`src/rtl/cascade_cnt.sv`:
```
// Second-stage event counter: counts prescaler wrap ticks up to a latched limit, pulses TC.
// Optional missed-acknowledge tracking is enabled by defining CASCADE_CNT_OVF_EN.
module cascade_cnt #(
    parameter int unsigned WIDTH = 4
) (
    input  logic             CLK,
    input  logic             RST,
    input  logic             TICK,
    input  logic             START,
    input  logic             STOP,
    input  logic [WIDTH-1:0] LIMIT,
    input  logic             ONESHOT,
    input  logic             TC_ACK,
    output logic [WIDTH-1:0] CNT,
    output logic             TC,
    output logic             BUSY,
    output logic             DONE,
    output logic             OVF
);

    typedef enum logic [1:0] {StIdle, StRun, StFin} state_e;

    state_e           state_q, state_d;
    logic [WIDTH-1:0] cnt_q, cnt_d;
    logic [WIDTH-1:0] lim_q, lim_d;
    logic             one_q, one_d;
    logic             tc_q, tc_d;
    logic             busy_q, busy_d;
    logic             done_q, done_d;
    logic             start_acc;

    always_comb begin
        state_d   = state_q;
        cnt_d     = cnt_q;
        lim_d     = lim_q;
        one_d     = one_q;
        tc_d      = 1'b0;
        done_d    = 1'b0;
        start_acc = 1'b0;
        unique case (state_q)
            StIdle: begin
                if (START && !STOP) begin
                    state_d   = StRun;
                    cnt_d     = '0;
                    lim_d     = LIMIT;
                    one_d     = ONESHOT;
                    start_acc = 1'b1;
                end
            end
            StRun: begin
                if (STOP) begin
                    state_d = StIdle;
                    cnt_d   = '0;
                end else if (START) begin
                    cnt_d     = '0;
                    lim_d     = LIMIT;
                    one_d     = ONESHOT;
                    start_acc = 1'b1;
                end else if (TICK) begin
                    if (cnt_q == lim_q) begin
                        cnt_d = '0;
                        tc_d  = 1'b1;
                        if (one_q) begin
                            state_d = StFin;
                            done_d  = 1'b1;
                        end
                    end else begin
                        cnt_d = cnt_q + 1'b1;
                    end
                end
            end
            StFin: state_d = StIdle;
            default: state_d = StIdle;
        endcase
        busy_d = (state_d == StRun);
    end

    always_ff @(posedge CLK) begin
        if (RST) begin
            state_q <= StIdle;
            cnt_q   <= '0;
            lim_q   <= '0;
            one_q   <= 1'b0;
            tc_q    <= 1'b0;
            busy_q  <= 1'b0;
            done_q  <= 1'b0;
        end else begin
            state_q <= state_d;
            cnt_q   <= cnt_d;
            lim_q   <= lim_d;
            one_q   <= one_d;
            tc_q    <= tc_d;
            busy_q  <= busy_d;
            done_q  <= done_d;
        end
    end

`ifdef CASCADE_CNT_OVF_EN
    logic pend_q, pend_d;
    logic ovf_q, ovf_d;

    // An ack coincident with a new TC retires the old event; the new one stays pending.
    always_comb begin
        pend_d = pend_q;
        ovf_d  = ovf_q;
        if (tc_d) begin
            pend_d = 1'b1;
        end else if (TC_ACK) begin
            pend_d = 1'b0;
        end
        if (start_acc) begin
            ovf_d = 1'b0;
        end else if (tc_d && pend_q && !TC_ACK) begin
            ovf_d = 1'b1;
        end
    end

    always_ff @(posedge CLK) begin
        if (RST) begin
            pend_q <= 1'b0;
            ovf_q  <= 1'b0;
        end else begin
            pend_q <= pend_d;
            ovf_q  <= ovf_d;
        end
    end

    assign OVF = ovf_q;
`else
    logic unused_ovf_inputs;
    assign unused_ovf_inputs = TC_ACK ^ start_acc;
    assign OVF = 1'b0;
`endif

    assign CNT  = cnt_q;
    assign TC   = tc_q;
    assign BUSY = busy_q;
    assign DONE = done_q;

endmodule

```
`config.mk`:
```
export PLATFORM = sky130hd
export DESIGN_NAME = cascade_cnt
export DESIGN_NICKNAME = d
export VERILOG_FILES = /design/src/rtl/cascade_cnt.sv
export SDC_FILE = /design/constraint.sdc
export NUM_CORES = 1
export LEC_CHECK = 0
export CAP_MARGIN = 20
export CORE_UTILIZATION = 39
export DETAILED_ROUTE_END_ITERATION = 8
export PLACE_DENSITY = 0.8
export REMOVE_ABC_BUFFERS = 1
export SLEW_MARGIN = 25
export SYNTH_ARGS = -nofsm -noshare
export SYNTH_HDL_FRONTEND = slang
export SYNTH_SLANG_ARGS = --single-unit
export TNS_END_PERCENT = 100
```
`constraint.sdc`:
```
create_clock -name CLK -period 1.3 [get_ports CLK]
set_clock_uncertainty 0.15 [all_clocks]
set_input_delay 0.26 -clock CLK [delete_from_list [all_inputs] [get_ports CLK]]
set_output_delay 0.26 -clock CLK [all_outputs]
set_load 0.1 [all_outputs]
```
==> results.md <==
- DR iter-0 viols: 7
- Layout area overhead: 73.5%
- Hold Path Class: input port to register
- NumNets Final: 113
- Reg clk slew, reported paths: ~90 ps
- Crit path cell chain: xor2_1 > nor4_4 > nor3b_4 > and2_1
- PD cells: 874 nW/µm²
- Final WS setup: -112 ps
- IO Port Bufs: 16
- Hold Buf Count CTS: 0
- Die Width: around 42 µm
- Slowest CP cell: dfxtp_2
- Ys async rst share: 0%
- DIE AREA: 1760 µm²
- CP endpoint kind: register
- Synth unique cells: 26
- Sequential area share after synthesis: between 40% and 50%
- CP Class: register to register
- CP Max Fanout: 3
- Crit path buffers/inverters: 0
- DRC viols: 0
- Clock sink total: 14
- Pre-CTS setup slack: -485 ps
- Initial Util: about 41%
- Diodes inserted: 0
- Total grt overflow: 0
- Final min period: 1410 ps
- Htree depth: 1
- Mapped cell area: 623 µm²
- Post-Route WL: between 1.5 and 2 mm
- Synth warnings: 0
- Leading area contributor after synthesis: dfxtp_1
- Synthesis-stage register bit count: 14
- Clock latency on the worst-skew pair: 280 ps
- Post-synth top flop: dfxtp_1
- Most frequent cell after synthesis: dfxtp_1
- HPWL after DPL: 964 µm
- Met1 Track Usage GR: roughly 22%
- Commonest cells post-synth: 14 x dfxtp_1, 6 x a21oi_1, 6 x o21ai_0, 5 x nand2_1, 5 x nor2_1
- Antenna-violating nets left: 0
- Site Rows: 14
- 1st-pass router iterations: 4
- Mapped Cells: 66
- Met3 usage: under 10%
- Post-synth EDFFs: 0
- Final Hold Fails: 0
- Global Route Usage Sum: between 10% and 20%
- Top cell type's share of synthesized area: roughly 45%
- Slew Limit Fails: 0
- Most area-consuming cells after synthesis: dfxtp_1 45%, xor2_1 5.6%, a21oi_1 4.8%
- IO Count: 19
- Final setup violation count: 12
- Peak Freq: just over 0.7 GHz
- Core ar.: around 1500 µm²
- Power Total: 945 µW
- CTS Buf Count: 3
- Met2 usage: 30.9%
- First-pass GRT wire length: ~2.5 mm
- GR peak layer: met2
- WP data required: 1380 ps
- Leakage: between 0.0004 and 0.0005 µW
- Delay-heaviest family, CP: simple AND/OR/NAND/NOR gates
- Status: complete, but fails checks
- Placer congestion estimate: approximately 0.86
- Clock tree buffer depth: 2
- Via count: 604
- Final period util: 109%
- Startpoint Class: register
- Max-cap viol count: 0
- Failing checks: negative setup slack
- Max incr delay on CP: about 330 ps
- Clock root buffer master: clkbuf_4
- Vias in the first global route: about 600
- CTS tree: done
- Largest net degree at the start of global routing: 8
- Routed len/inst: 13.5 µm
- Mean Syn Cell Area: between 9 and 10 µm²
- Worst Path Arrival: 1490 ps
- Routed vias/inst: 5.25
- RSZ-0062 raised after global routing: yes
- Worst VDD drop: ~0.61 mV
- Antenna violations before repair: 0
- Post-route core utilization: a little under three quarters
- Die H: 42.0 µm
- Share of cells above drive strength 1: between 40% and 50%
-- what timing repair did --
action	4_1_cts	5_1_grt
gates cloned	0	0
endpoints found under the setup margin	18	14
gates resized for setup	19	7
pin swaps	4	5
setup buffers	3	1
-- cells in the final DEF (no fill, tap or decap) --
cell | Yosys | layout
ha_4 | 0 | 1
conb_1 | 1 | 1
clkdlybuf4s50_1 | 0 | 5
a21oi_1 | 6 | 6
nand3_1 | 1 | 1
o22a_2 | 1 | 1
buf_6 | 0 | 5
buf_4 | 1 | 12
nor3b_4 | 1 | 1
nand3b_4 | 0 | 1
nor3_4 | 0 | 1
dfxtp_2 | 0 | 3
a211oi_2 | 0 | 2
clkbuf_4 | 0 | 3
nand2b_4 | 0 | 1
and2_1 | 2 | 2
nand2_1 | 5 | 5
o21ai_0 | 6 | 6
a31oi_1 | 2 | 2
buf_12 | 0 | 7
xnor2_1 | 3 | 3
dfxtp_4 | 0 | 2
nor2b_1 | 1 | 1
dlygate4sd2_1 | 0 | 4
o21ai_2 | 0 | 1
xor2_1 | 4 | 4
nor4_4 | 1 | 1
nor2_1 | 5 | 5
inv_1 | 2 | 1
mux2i_1 | 1 | 1
inv_2 | 0 | 1
dfxtp_1 | 14 | 9
-- worst min-delay path: stages --
cell and delay (ps):
dlygate4sd2_1 240, buf_4 130, a31oi_1 60
-- metrics by stage --
step,setup TNS (ps),instance area [µm²],hold slack [ps],cells
5_1_grt,-1390,1080,331,115
6_report,-569,1080,299,115
3_3_place_gp,-5240,962,323,109
4_1_cts,-686,1060,278,115
3_5_place_dp,-5640,962,339,109
2_1_floorplan,-7370,607,179,63
-- sequential cells by signal, indices dropped and copies added, names as in the netlist --
name,cells
BUSY,1
TC,1
CNT,4
DONE,1
one_q,1
state_q,2
lim_q,4
-- layer usage --
layer	vias to the layer above	wire length, µm
li1	292	-
met1	284	631
met2	24	785
met3	4	87
met4	0	53
met5	-	0
-- cells by family (layout without fill, tap and decap cells) --
group	count (synthesis)	count (layout)	share of synthesized area [%]
and+or+nand+nor	19	19	20.7
AOI/OAI and AO/OA	18	18	16.5
DFF	14	14	45.0
xor gates and xnor gates	7	7	9.84
buffers and inverters	5	38	3.81
adders and majority gates	1	1	2.01
other	1	1	0.602
muxes	1	1	1.61
-- power breakdown --
group / total [µW] / leakage, µW / internal, µW / switching [µW]
Combinational: 238 / 0.000341 / 116 / 121
Clock: 252 / 0.0000138 / 108 / 145
Sequential: 455 / 0.000117 / 441 / 13.9
Total: 945 / 0.000472 / 666 / 280
-- path summary, 6_finish.rpt --
check | cells past startpoint | start | slack (ps) | end
setup reg to reg | 4 | lim_q[2] | -110 | DONE
setup / recovery | 4 | lim_q[2] | -110 | DONE
hold / removal | 3 | TICK | 300 | state_q[0]
hold reg to reg | 2 | lim_q[2] | 340 | lim_q[2]
-- cell type report --
cell class              instances  area [µm²]
well taps                      16        20.0
fillers                       109         425
clock buffers                   3        22.5
inverters                       2        7.51
repair buffers                 33         372
flip-flops and latches         14         292
multi-input cells              47         368
Note: power is estimated with default switching activity, not from simulation.
